`config.mk`:
```
export PLATFORM = sky130hd
export DESIGN_NAME = mcu_component_sequencer
export DESIGN_NICKNAME = d
export VERILOG_FILES = /design/src/rtl/mcu_component_sequencer.sv
export SDC_FILE = /design/constraint.sdc
export NUM_CORES = 1
export LEC_CHECK = 0
export CAP_MARGIN = 20
export CORE_MARGIN = 3
export CORE_UTILIZATION = 40
export CTS_CLUSTER_DIAMETER = 60
export DETAILED_ROUTE_END_ITERATION = 12
export GPL_TIMING_DRIVEN = 0
export HOLD_SLACK_MARGIN = 0.05
export PLACE_DENSITY = 0.62
export SLEW_MARGIN = 20
export SYNTH_ARGS = -nofsm -noshare
export SYNTH_HDL_FRONTEND = slang
export SYNTH_SLANG_ARGS = --single-unit
```
`constraint.sdc`:
```
create_clock -name clk -period 5.8 [get_ports clk]
set_input_delay 1.74 -clock clk [delete_from_list [all_inputs] [get_ports clk]]
set_output_delay 1.74 -clock clk [all_outputs]
set_load 0.02 [all_outputs]
```
`src/rtl/mcu_component_sequencer.sv`:
```
// JPEG MCU component sequencer: interleaves Y, Cb and Cr block streams in MCU
// order, steering the 3:1 component mux and the valid/ready handshake.
module mcu_component_sequencer #(
  parameter int BLOCK_LEN = 64,
  parameter int CNT_W     = 16
) (
  input  logic             clk,
  input  logic             rst_n,
  input  logic             start,
  input  logic [2:0]       y_blocks,
  input  logic             chroma_en,
  input  logic [CNT_W-1:0] num_mcu,
  input  logic             x0_valid,
  input  logic             x1_valid,
  input  logic             x2_valid,
  output logic             x0_ready,
  output logic             x1_ready,
  output logic             x2_ready,
  output logic [1:0]       code,
  output logic             out_valid,
  input  logic             out_ready,
  output logic             block_last,
  output logic             mcu_last,
  output logic             busy,
  output logic             frame_done
);

  localparam int BW = $clog2(BLOCK_LEN);

  typedef enum logic [2:0] {
    S_IDLE,
    S_SEND_Y,
    S_SEND_CB,
    S_SEND_CR,
    S_DONE
  } state_t;

  state_t           r_state;
  state_t           w_next_state;
  logic [1:0]       r_code;
  logic [1:0]       w_next_code;
  logic [BW-1:0]    r_byte_cnt;
  logic [1:0]       r_blk_cnt;
  logic [CNT_W-1:0] r_mcu_cnt;
  logic [1:0]       r_yb_m1;
  logic             r_chroma;
  logic [CNT_W-1:0] r_num_mcu;

  logic             w_send;
  logic             w_sel_valid;
  logic             w_xfer;
  logic             w_block_last;
  logic             w_last_y;
  logic             w_mcu_last;
  logic             w_blk_done;
  logic             w_mcu_end;
  logic             w_frame_end;
  logic [CNT_W-1:0] w_mcu_inc;
  logic [1:0]       w_yb_m1;

  // Y block count is stored minus one so 0 maps to a single block and >4 to four.
  always_comb begin
    w_yb_m1 = 2'd0;
    case (y_blocks)
      3'd0, 3'd1: w_yb_m1 = 2'd0;
      3'd2:       w_yb_m1 = 2'd1;
      3'd3:       w_yb_m1 = 2'd2;
      default:    w_yb_m1 = 2'd3;
    endcase
  end

  always_comb begin
    w_send      = 1'b0;
    w_sel_valid = 1'b0;
    x0_ready    = 1'b0;
    x1_ready    = 1'b0;
    x2_ready    = 1'b0;
    case (r_state)
      S_SEND_Y: begin
        w_send      = 1'b1;
        w_sel_valid = x0_valid;
        x0_ready    = out_ready;
      end
      S_SEND_CB: begin
        w_send      = 1'b1;
        w_sel_valid = x1_valid;
        x1_ready    = out_ready;
      end
      S_SEND_CR: begin
        w_send      = 1'b1;
        w_sel_valid = x2_valid;
        x2_ready    = out_ready;
      end
      default: ;
    endcase
  end

  always_comb begin
    w_xfer       = w_sel_valid & out_ready;
    w_block_last = w_send & (r_byte_cnt == BW'(BLOCK_LEN - 1));
    w_last_y     = (r_blk_cnt == r_yb_m1);
    w_mcu_last   = w_block_last &
                   ((r_state == S_SEND_CR) ||
                    ((r_state == S_SEND_Y) && w_last_y && !r_chroma));
    w_blk_done   = w_xfer & w_block_last;
    w_mcu_end    = w_xfer & w_mcu_last;
    w_mcu_inc    = r_mcu_cnt + CNT_W'(1);
    w_frame_end  = (w_mcu_inc == r_num_mcu);
  end

  always_comb begin
    w_next_state = r_state;
    case (r_state)
      S_IDLE: begin
        if (start) begin
          w_next_state = (num_mcu == '0) ? S_DONE : S_SEND_Y;
        end
      end
      S_SEND_Y: begin
        if (w_blk_done) begin
          if (!w_last_y) begin
            w_next_state = S_SEND_Y;
          end else if (r_chroma) begin
            w_next_state = S_SEND_CB;
          end else begin
            w_next_state = w_frame_end ? S_DONE : S_SEND_Y;
          end
        end
      end
      S_SEND_CB: begin
        if (w_blk_done) begin
          w_next_state = S_SEND_CR;
        end
      end
      S_SEND_CR: begin
        if (w_blk_done) begin
          w_next_state = w_frame_end ? S_DONE : S_SEND_Y;
        end
      end
      S_DONE:  w_next_state = S_IDLE;
      default: w_next_state = S_IDLE;
    endcase
  end

  // code is registered from the next state so it switches on the same edge as the state.
  always_comb begin
    w_next_code = 2'b11;
    case (w_next_state)
      S_SEND_Y:  w_next_code = 2'b00;
      S_SEND_CB: w_next_code = 2'b01;
      S_SEND_CR: w_next_code = 2'b10;
      default:   w_next_code = 2'b11;
    endcase
  end

  always_ff @(posedge clk or negedge rst_n) begin
    if (!rst_n) begin
      r_state <= S_IDLE;
      r_code  <= 2'b11;
    end else begin
      r_state <= w_next_state;
      r_code  <= w_next_code;
    end
  end

  always_ff @(posedge clk or negedge rst_n) begin
    if (!rst_n) begin
      r_byte_cnt <= '0;
      r_blk_cnt  <= '0;
      r_mcu_cnt  <= '0;
      r_yb_m1    <= '0;
      r_chroma   <= 1'b0;
      r_num_mcu  <= '0;
    end else if (r_state == S_IDLE) begin
      r_byte_cnt <= '0;
      r_blk_cnt  <= '0;
      r_mcu_cnt  <= '0;
      if (start) begin
        r_yb_m1   <= w_yb_m1;
        r_chroma  <= chroma_en;
        r_num_mcu <= num_mcu;
      end
    end else if (w_xfer) begin
      r_byte_cnt <= w_block_last ? '0 : r_byte_cnt + BW'(1);
      if (w_blk_done) begin
        if ((r_state == S_SEND_Y) && !w_last_y) begin
          r_blk_cnt <= r_blk_cnt + 2'd1;
        end else begin
          r_blk_cnt <= '0;
        end
      end
      if (w_mcu_end) begin
        r_mcu_cnt <= w_mcu_inc;
      end
    end
  end

  always_comb begin
    code       = r_code;
    out_valid  = w_sel_valid;
    block_last = w_block_last;
    mcu_last   = w_mcu_last;
    busy       = w_send;
    frame_done = (r_state == S_DONE);
  end

endmodule
```
Yosys cells after proc, flatten, opt, wreduce, memory -nomap -nowiden
Index checks and enable logic that the tools add are counted.
{"block": "word_totals", "register_bits": 48, "input_bits": 27, "output_inout_bits": 10, "word_cells": 72}
{"block": "op_classes", "add_sub_neg": 3, "eq_ne": 13, "muxes": 26, "bitwise": 5, "reduce_logical": 17}
{"operator": "16-bit 2-to-1 mux", "count": 3}
{"operator": "3-bit 2-to-1 mux", "count": 8}
{"operator": "3-bit by 2-bit == test with 1-bit output, second input constant", "count": 6}
{"operator": "6-bit 2-to-1 mux", "count": 3}
{"operator": "16-bit by 1-bit adder with 16-bit output, second input constant", "count": 1}
{"operator": "16-bit == test", "count": 1}
{"operator": "16-bit zero test", "count": 1}
{"operator": "2-bit case mux with 3 select lines", "count": 2}
{"operator": "3-bit case mux with 4 select lines", "count": 1}
{"operator": "3-bit by 1-bit == test with 1-bit output, second input constant", "count": 3}
{"operator": "2-bit 2-to-1 mux", "count": 4}
{"operator": "6-bit by 1-bit adder with 6-bit output, second input constant", "count": 1}
{"operator": "6-bit == test, second input constant", "count": 1}
{"operator": "3-bit zero test", "count": 2}
{"operator": "2-bit AND reduction", "count": 3}
{"operator": "2-bit nonzero test", "count": 3}
{"operator": "1-bit bitwise AND", "count": 5}
{"operator": "1-bit 2-to-1 mux", "count": 4}
{"operator": "3-bit == test, second input constant", "count": 1}
{"operator": "1-bit logical AND", "count": 3}
{"operator": "1-bit case mux with 3 select lines", "count": 1}
{"operator": "3-bit OR reduction", "count": 1}
{"operator": "2-bit by 1-bit adder with 2-bit output, second input constant", "count": 1}
{"operator": "2-bit == test", "count": 1}
{"operator": "other kinds (3)", "count": 4}

Logic depth before layout (Yosys ltp)
{"block": "logic_depth", "ltp_word": 9, "depth_mapped": 9, "ltp_nobuf": 8}

Worst setup path before layout
No wires, ideal clock.
{"block": "synth_timing", "kind": "input to output", "start": "input port x2_valid", "end": "output port out_valid", "t_arrival_ns": 2.308, "t_required_ns": 4.060, "path_slack_ns": 1.752, "stages": 3, "n_path_buf": 0, "cell_sequence": "mux2_2 > nand2_1 > a21oi_1"}
{"block": "synth_via", "elab_chain_cells": 1}
{"item": "start, declared", "line_no": "15", "source": "input logic x2_valid,"}
{"item": "1-bit case mux with 3 select lines", "line_no": "78", "source": "case (r_state)"}
{"item": "end, declared", "line_no": "20", "source": "output logic out_valid,"}
No other way between the ends.

Worst setup path in the final report
Ends and elaborated chain as after synthesis.

==> impl_metrics.csv <==
group,metric,value,unit
worst_setup_path,crit_chain,"clkdlybuf4s50_1 > mux2_2 > nand2_1 > a21oi_1 > clkdlybuf4s50_1",
timing,fin_hold_ws,0.531,ns
die,io_pins,37,
global_routing,grt_antenna_before_repair,0,
worst_setup_path,cp-start-kind,"input port",
clocking,path_clk_slew,0.09,ns
run,max-cap-violations,0,
timing,setup_viol,0,
die,num_rows,30,
pwr,switchingPower,0.000162,W
pwr,clockPowerShare,37.5,%
timing,maxSlewHeadroom,58.4,%
die,initial_utilization,42.7,%
worst_setup_path,reg2reg_setup_slack,3.27,ns
clocking,cts_buffers,5,
timing,fmax,202,MHz
timing,hold_viol,0,
cells_and_area,mostFrequentLayoutCells,"dfrtp_1, clkdlybuf4s50_1, nand2_1, nor2_1, o21ai_0",
yosys,synth.distinct_cells,59,
timing,finClkSkew,0.00724,ns
global_routing,gr-usage-all-layers,17.8,%
placed_design,place.gp.congestion,0.840,
detailed_routing,viasPerCell,5.47,
cells_and_area,fill_cells,659,
clocking,cts.sinks,48,
placed_design,dp_hpwl,5310,um
die,die_w,92.5,um
yosys,syn_nets,349,
clocking,post_cts_resized,0,
worst_setup_path,cp.required,4.06,ns
worst_setup_path,critPathKind,"input port to primary output",
pwr,ir_worst_vdd,0.0951,mV
detailed_routing,wl_per_cell,15.6,um
detailed_routing,antenna_left,0,
min_path,hold_depth,1,
yosys,syn_area_per_cell,9.36,um2
clocking,cts_tree,"yes",
worst_setup_path,critPathBufInv,2,
pwr,switching_share,24.1,%
status,status,"finished, final reports clean",
worst_setup_path,r2r_cells,8,
detailed_routing,num_vias,2516,
yosys,netlist_instances,320,
die,die_h,92.5,um
min_path,min_from,"r_mcu_cnt[15]$_DFFE_PN0P_",
worst_setup_path,arrival,3.21,ns
detailed_routing,drtPass1Iterations,4,
yosys,synthFlopType,"dfrtp_1",
die,core_area,7020,um2
worst_setup_path,worstReg2RegStart,"r_mcu_cnt[0]$_DFFE_PN0P_",
pwr,intPower,0.000510,W
worst_setup_path,crit_path_max_fanout,2,
placed_design,portBuffers,36,
pwr,p_per_area,187,nW/um2
cells_and_area,multiInputGateArea,1680,um2
detailed_routing,drt_first_iter_violations,153,
global_routing,grt_max_degree,49,
timing,drv_slew,0,
clocking,cts-root-buf,"clkbuf_8",
worst_setup_path,cp-end-kind,"primary output",
global_routing,overflow,0,
yosys,syn-cell-area,3000,um2
timing,rsz0062_at_grt,"no",
yosys,synth_edf_count,0,
worst_setup_path,cpLargestDelayFamily,"buffers and inverters",
cells_and_area,num-nets-final,392,
die,die_area,8560,um2
worst_setup_path,crit_path_top_delay_cell,"clkdlybuf4s50_1",
worst_setup_path,path_common_cell,"clkdlybuf4s50_1",
detailed_routing,drt_wl_total,7190,um
yosys,ys_warn_count,0,
cells_and_area,drive_above_1_share,15.4,%
timing,worst_slew_pin_slew,0.624,ns
cells_and_area,fin_util,51.1,%
worst_setup_path,critPathMaxStageDelay,0.63,ns
clocking,post_cts_buffers,0,
global_routing,grt_pass1_vias,2425,
cells_and_area,ff_latch_area,1200,um2
cells_and_area,final_common_cell,"dfrtp_1",
worst_setup_path,setup.worst_path.start,"x2_valid",
pwr,sequentialPowerShare,53.9,%
timing,fin_crit_sh,85.3,%
yosys,ys_seq_elements,48,
pwr,p_comb_share,8.5,%
pwr,total_leakage_power,1.50,nW
min_path,hp-class,"register to register",
worst_setup_path,worstReg2RegEnd,"code[1]$_DFF_PN1_",
yosys,synth-seq-area-share,40.2,%
yosys,async_flop_share,100,%
clocking,clk_path_buf_depth,2,
clocking,cts_hold_buf,0,
cells_and_area,syn_to_final_growth,19.8,%
global_routing,grt_pass1_wl,12200,um
detailed_routing,drc,0,
clocking,htree_levels,2,
cells_and_area,antenna_cells,0,
min_path,hold_end,"r_mcu_cnt[15]$_DFFE_PN0P_",
timing,fin_crit,4.95,ns
clocking,insertion_delay,0.31,ns
timing,setup_tns,0,ns
[kinds of logic (layout without fill, tap and decap cells)]
logic type / count (synthesis) / count (layout) / synth area share [%]
simple gates: 134 / 134 / 24.9
compound gates: 74 / 74 / 17.0
flops: 48 / 48 / 40.2
mux: 22 / 22 / 8.10
buf+inv: 22 / 66 / 3.63
xor+xnor: 18 / 18 / 5.26
fa+ha+maj: 2 / 2 / 0.835
[worst reg2reg max path, cell delays in order (launching register included)]
cell and delay [ns]:
dfrtp_1 0.47, ha_1 0.32, nand3_1 0.24, a22oi_1 0.24
o2111ai_1 0.16, nor4_1 0.33, nand4b_2 0.22, a31oi_4 0.25
mux2i_1 0.22
[cell type report]
cell class                 instances  share of cell area [%]
buffer                            18                    2.62
clock buffer                       5                    1.92
clock inverter                     3                    1.29
inverter                           4                   0.418
multi-input combinational        250                    46.9
sequential                        48                    33.5
tap                               96                    3.35
timing repair buffer              36                    9.97
[power groups by stage]
stage | registers [W] | clock network [W] | logic, W
2_1_floorplan | 0.000365 | 0 | 0.0000265
3_3_place_gp | 0.000368 | 0 | 0.0000571
3_5_place_dp | 0.000369 | 0 | 0.0000585
4_1_cts | 0.000362 | 0.000261 | 0.0000586
5_1_grt | 0.000364 | 0.000278 | 0.0000667
6_report | 0.000362 | 0.000252 | 0.0000574
[metal layers]
layer / vias to the layer above / global-route usage, % / part of all wire, %
li1: 1259 / - / -
met1: 1202 / 26.2 / 51
met2: 45 / 26.9 / 45
met3: 10 / 2.92 / 3.1
met4: 0 / 5.07 / 1.2
met5: - / 0 / 0
[sequential cells by signal (all words and copies together), names as in the netlist]
name        count
r_blk_cnt       2
r_yb_m1         2
r_byte_cnt      6
code            2
r_state         3
r_mcu_cnt      16
r_chroma        1
r_num_mcu      16
[how the worst max path moves through the flow]
stage	endpoint	slack, ns	depth (start not counted)
5_1_grt	out_valid	0.77	5
3_5_place_dp	out_valid	0.83	5
3_3_place_gp	out_valid	0.85	5
4_1_cts	out_valid	0.84	5
2_1_floorplan	out_valid	1.75	3
6_report	out_valid	0.85	5
[per-stage QoR]
| step | instances | instance area (um2) | total power, W | setup slack (ns) |
|---|---|---|---|---|
| 2_1_floorplan | 320 | 3000 | 0.000392 | 1.75 |
| 3_3_place_gp | 452 | 3480 | 0.000425 | 0.849 |
| 3_5_place_dp | 452 | 3470 | 0.000427 | 0.834 |
| 4_1_cts | 460 | 3590 | 0.000682 | 0.838 |
| 5_1_grt | 460 | 3590 | 0.000709 | 0.774 |
| 6_report | 460 | 3590 | 0.000672 | 0.855 |
[cell usage after synthesis (3+ instances only)]
cell type | count | area [um2]
dfrtp_1 | 46 | 1150
nor3_1 | 7 | 35.0
a31oi_1 | 5 | 31.3
and4_1 | 3 | 26.3
buf_2 | 8 | 40.0
nand2b_1 | 3 | 18.8
o21ai_0 | 20 | 100
nor2b_1 | 6 | 37.5
inv_1 | 4 | 15.0
o21ai_1 | 7 | 35.0
nand4_1 | 5 | 31.3
or3_1 | 4 | 25.0
xor2_1 | 10 | 87.6
o31ai_1 | 5 | 37.5
nand3b_1 | 6 | 45.0
nand2_1 | 32 | 120
a21oi_1 | 16 | 80.1
xnor2_1 | 8 | 70.1
nor2_1 | 24 | 90.1
nand3_1 | 13 | 65.1
nor4_1 | 11 | 68.8
o41ai_2 | 3 | 48.8
mux2_2 | 18 | 203
and2_1 | 4 | 25.0
mux2i_1 | 4 | 40.0
clkbuf_1 | 7 | 26.3
(Power assumes the default switching activity.)
